### src/rtl/btn_conditioner.sv
// btn_conditioner: synchronises, debounces and classifies three raw push buttons.
// Each button produces a debounced level, a one-cycle press pulse on an accepted
// rising level and, when built with BTN_LONG_PRESS_EN, a one-cycle long-press pulse.
// Without BTN_LONG_PRESS_EN the hold counters and FSM are absent and btn_long is 0.
// Bit order on all vectors: bit0 = sw, bit1 = left, bit2 = right.
module btn_conditioner #(
    parameter int DEBOUNCE_CYCLES   = 1000000,
    parameter int LONG_PRESS_CYCLES = 100000000
) (
    input  logic       clk,
    input  logic       rst,
    input  logic       sw_btn,
    input  logic       left_btn,
    input  logic       right_btn,
    output logic [2:0] btn_level,
    output logic [2:0] btn_press,
    output logic [2:0] btn_long
);

    localparam int unsigned NB = 3;
    localparam int unsigned DW = $clog2(DEBOUNCE_CYCLES + 1);
    localparam logic [DW-1:0] DEB_MAX = DW'(DEBOUNCE_CYCLES);

    if (DEBOUNCE_CYCLES < 1 || LONG_PRESS_CYCLES < 1) begin : g_bad_params
        $error("btn_conditioner: DEBOUNCE_CYCLES and LONG_PRESS_CYCLES must be >= 1");
    end

    logic [NB-1:0] raw;
    logic [NB-1:0] sync1_q, sync1_d;
    logic [NB-1:0] sync2_q, sync2_d;
    logic [NB-1:0] level_q, level_d;
    logic [NB-1:0] press_q, press_d;
    logic [DW-1:0] deb_cnt_q [NB];
    logic [DW-1:0] deb_cnt_d [NB];

    assign raw = {right_btn, left_btn, sw_btn};

    // Synchroniser shift, debounce counting and press-edge detection
    always_comb begin
        sync1_d = raw;
        sync2_d = sync1_q;
        level_d = level_q;
        for (int unsigned i = 0; i < NB; i++) begin
            deb_cnt_d[i] = deb_cnt_q[i];
            if (sync2_q[i] == level_q[i]) begin
                deb_cnt_d[i] = '0;
            end else if (deb_cnt_q[i] == DEB_MAX) begin
                level_d[i]   = ~level_q[i];
                deb_cnt_d[i] = '0;
            end else begin
                deb_cnt_d[i] = deb_cnt_q[i] + DW'(1);
            end
        end
        press_d = level_d & ~level_q;
    end

    // Synchroniser, debounce and press registers
    always_ff @(posedge clk or negedge rst) begin
        if (!rst) begin
            sync1_q <= '0;
            sync2_q <= '0;
            level_q <= '0;
            press_q <= '0;
            for (int unsigned i = 0; i < NB; i++) begin
                deb_cnt_q[i] <= '0;
            end
        end else begin
            sync1_q <= sync1_d;
            sync2_q <= sync2_d;
            level_q <= level_d;
            press_q <= press_d;
            for (int unsigned i = 0; i < NB; i++) begin
                deb_cnt_q[i] <= deb_cnt_d[i];
            end
        end
    end

    assign btn_level = level_q;
    assign btn_press = press_q;

`ifdef BTN_LONG_PRESS_EN
    localparam int unsigned HW = $clog2(LONG_PRESS_CYCLES + 1);
    // The pulse is registered on the same edge the counter lands on LONG_PRESS_CYCLES.
    localparam logic [HW-1:0] HOLD_LAST = HW'(LONG_PRESS_CYCLES - 1);

    localparam logic [1:0] ST_IDLE = 2'd0;
    localparam logic [1:0] ST_DOWN = 2'd1;
    localparam logic [1:0] ST_HELD = 2'd2;

    logic [1:0]    state_q [NB];
    logic [1:0]    state_d [NB];
    logic [HW-1:0] hold_q  [NB];
    logic [HW-1:0] hold_d  [NB];
    logic [NB-1:0] long_q, long_d;

    // Per-button press FSM; transitions follow the next debounced level
    always_comb begin
        long_d = '0;
        for (int unsigned i = 0; i < NB; i++) begin
            state_d[i] = state_q[i];
            hold_d[i]  = hold_q[i];
            case (state_q[i])
                ST_IDLE: begin
                    if (level_d[i]) begin
                        state_d[i] = ST_DOWN;
                        hold_d[i]  = '0;
                    end
                end
                ST_DOWN: begin
                    if (!level_d[i]) begin
                        state_d[i] = ST_IDLE;
                    end else if (hold_q[i] == HOLD_LAST) begin
                        hold_d[i]  = hold_q[i] + HW'(1);
                        long_d[i]  = 1'b1;
                        state_d[i] = ST_HELD;
                    end else begin
                        hold_d[i] = hold_q[i] + HW'(1);
                    end
                end
                ST_HELD: begin
                    if (!level_d[i]) begin
                        state_d[i] = ST_IDLE;
                    end
                end
                default: begin
                    state_d[i] = ST_IDLE;
                end
            endcase
        end
    end

    // FSM state, hold counter and long-press pulse registers
    always_ff @(posedge clk or negedge rst) begin
        if (!rst) begin
            long_q <= '0;
            for (int unsigned i = 0; i < NB; i++) begin
                state_q[i] <= ST_IDLE;
                hold_q[i]  <= '0;
            end
        end else begin
            long_q <= long_d;
            for (int unsigned i = 0; i < NB; i++) begin
                state_q[i] <= state_d[i];
                hold_q[i]  <= hold_d[i];
            end
        end
    end

    assign btn_long = long_q;
`else
    assign btn_long = '0;
`endif

endmodule
### config.mk
export PLATFORM = sky130hd
export DESIGN_NAME = btn_conditioner
export DESIGN_NICKNAME = d
export VERILOG_FILES = /design/src/rtl/btn_conditioner.sv
export SDC_FILE = /design/constraint.sdc
export NUM_CORES = 1
export LEC_CHECK = 0
export ABC_AREA = 1
export CORE_MARGIN = 1
export CORE_UTILIZATION = 26
export CTS_CLUSTER_DIAMETER = 100
export DETAILED_ROUTE_END_ITERATION = 6
export HOLD_SLACK_MARGIN = 0.05
export PLACE_DENSITY = 0.38
export SLEW_MARGIN = 40
export SYNTH_ARGS = -nofsm -noshare
export SYNTH_HDL_FRONTEND = slang
export SYNTH_SLANG_ARGS = --single-unit
### constraint.sdc
create_clock -name clk -period 2.2 [get_ports clk]
set_input_delay 0.55 -clock clk [delete_from_list [all_inputs] [get_ports clk]]
set_output_delay 0.55 -clock clk [all_outputs]
set_load 0.01 [all_outputs]
==> results.md <==
* Drt total wl at 8.876 mm
* Chip width at 125.0 µm
* EDFF count, synth at 0
* P per Cell Area at 648.2 nW/µm²
* DP Wirelength at 6.661 mm
* Synth area leader: dfrtp_1
* Rows at 44
* Main area contributors after synthesis: dfrtp_1, nor2_1, nand2_1, nand3_1, xor2_1
* Number of global-route vias before repair at 3,217
* # hold bufs at CTS at 0
* Place WS at 677.7 ps
* Critical path type: register to output pin
* Largest net degree at the start of global routing at 35
* Post-synth top area share at 0.4583
* Top-count cell post-synth: nor2_1
* Final Total Pwr at 2.972 mW
* Yosys reg bits at 72
* Leakage at 2.011 nW
* Max FO, Critical Path at 4
* Post-synth cell types at 25
* Post-DR wirelength/cell at 12.57 µm
* Kind of cell adding the most delay to the critical path: buffers and inverters
* H-tree lvl count at 3
* Failing checks: design-rule violations
* Cell Area, Synth at 3931 µm²
* Worst IR Drop VDD at 0.3698 mV
* Top cells by count, synth: nor2_1, nand2_1, dfrtp_1, inv_1, nand3_1
* Max cap viols at 0
* P&R area growth vs syn at 16.65%
* Area occupied by multi-input gates at 1923 µm²
* Initial DRC count at 166
* Vias at 3,059
* HP Class: primary input to async pin
* Total gr overflow at 0
* DIE HEIGHT at 125.0 µm
* CP bufs+invs at 1
* Worst relative slew slack at 0.4927
* RSZ-0062 raised after global routing: false
* Critical path's slowest cell: clkdlybuf4s50_1
* Io pins at 14
* Core area at 14,640 µm²
* CTS root buffer: clkbuf_16
* Startpoint Class: register
* IO Port Bufs at 10
* Starting Density at 0.2685
* Initial antenna violation count at 0
* GRT Total Usage at 0.1285
* Post-CTS setup repair buffer count at 0
* Area of the die at 15,620 µm²
* # diodes at 0
* CTS buffer count at 9
* # clock sinks at 72
* Cells on worst reg2reg path at 7
* Crit share post-route at 0.8554
* CTS tree: yes
* Ys flop type: dfrtp_1
* Fin nets at 528
* Cell-by-cell listing of the critical path: clkdlybuf4s50_1
* Tightest Pin Transition at 758.4 ps
* Filler cells at 1,559
* Final hold violations at 0
* Worst-Skew Late Latency at 340 ps
* DR pass1 iterations at 6
* Post_cts resized at 0
* CP arrival at 1330 ps
* Sequential fraction of the synthesis area at 0.4583
* Final setup viols at 0
* Slew Viols, Final at 0
* Post-Route Setup TNS at 0 ps
* GPL Wtd Cong at 0.7959
* Fmax at 531.4 MHz
* Reg2reg start: deb_cnt_q[20]$_DFF_PN0_
* Synth Instances at 493
* Tmin final at 1882 ps
* FF+latch area at 1802 µm²
* Synth Warn # at 0
* Worst-path clk slew at 60 ps
* Final clock skew at 8.860 ps
* Layout cells sized above 1 at 0.1226
* Max clock buf depth at 2
* Async SR Flop Fraction at 1.000
* Global-route wire length before repair at 15.86 mm
* Status: complete, but fails checks
* Drc violations at 4
* Routed Antenna Nets at 0
* CP max stage delay at 570 ps
* CP Launch Point: btn_level[2]$_DFF_PN0_
* Crit end category: output pin
* PnR worst setup slack at 318.1 ps
* Data required time of the critical path at 1650 ps
* Worst Hold Slack at 72.39 ps
* Avg Cell Area, Syn at 7.974 µm²
* CP Depth at 1
* DR vias/cell at 4.333
-- logic make-up (layout without fill, tap and decap cells) --
kind of cell	after synthesis	in the layout	synth area share
buffers and inverters	54	81	0.05442
AO/OA/AOI/OAI	23	23	0.03437
other	1	3	0.0009539
XOR/XNOR	35	35	0.07989
adder cells (fa/ha/maj)	6	6	0.01910
AND/OR/NAND/NOR	302	302	0.3530
flip-flops	72	72	0.4583
-- metrics by stage --
stage,utilization,cell area [µm²],cells
2_1_floorplan,-,3939,495
3_3_place_gp,0.2927,4287,690
3_5_place_dp,0.2927,4287,690
4_1_cts,0.3131,4586,706
5_1_grt,0.3131,4586,706
6_report,0.3131,4586,706
-- flip-flops by register name, summed over array words and instances (netlist names) --
name       cells
btn_level      3
deb_cnt_q     60
sync1_q        3
sync2_q        3
btn_press      3
-- cell type report --
class,instances,share of cell area
multi-input cells,369,0.4194
flip-flops and latches,72,0.3929
clock buffers,11,0.05293
well taps,184,0.05020
inverters,51,0.04175
repair buffers,14,0.03056
clock inverters,5,0.01228
-- layout by cell type, fill, tap and decap left out, drive strengths merged, types with 6 or more instances in the layout --
cell and instances:
nor3 10, xnor2 12, nor2 138, ha 6, a21oi 6, nand2 98, o21ai 12, inv 51
nand3 43, dfrtp 72, nand4 8, xor2 23, clkbuf 11, clkdlybuf4s50 9
-- report_power, final --
group          internal [mW]  switching (mW)  total, mW
combinational         0.0371          0.0768      0.114
clock                  0.908           0.588       1.50
sequential              1.34          0.0195       1.36
total                   2.29           0.685       2.97
-- metal layers --
| layer | track usage | vias up | wire length [µm] |
|---|---|---|---|
| li1 | - | 1589 | - |
| met1 | 0.1677 | 1436 | 4362 |
| met2 | 0.2067 | 24 | 4166 |
| met3 | 0.03081 | 10 | 208 |
| met4 | 0.04735 | 0 | 138 |
| met5 | 0 | - | 0 |
-- path summary, 6_finish.rpt --
check,to,slack (ps)
max,btn_level[2],320
min,deb_cnt_q[39]$_DFF_PN0_,70
max reg2reg,deb_cnt_q[26]$_DFF_PN0_,690
min reg2reg,sync2_q[0]$_DFF_PN0_,350
max in group asynchronous,deb_cnt_q[24]$_DFF_PN0_,1530
min in group clk,sync2_q[0]$_DFF_PN0_,350
No activity file was read; power rests on OpenSTA's default activity.
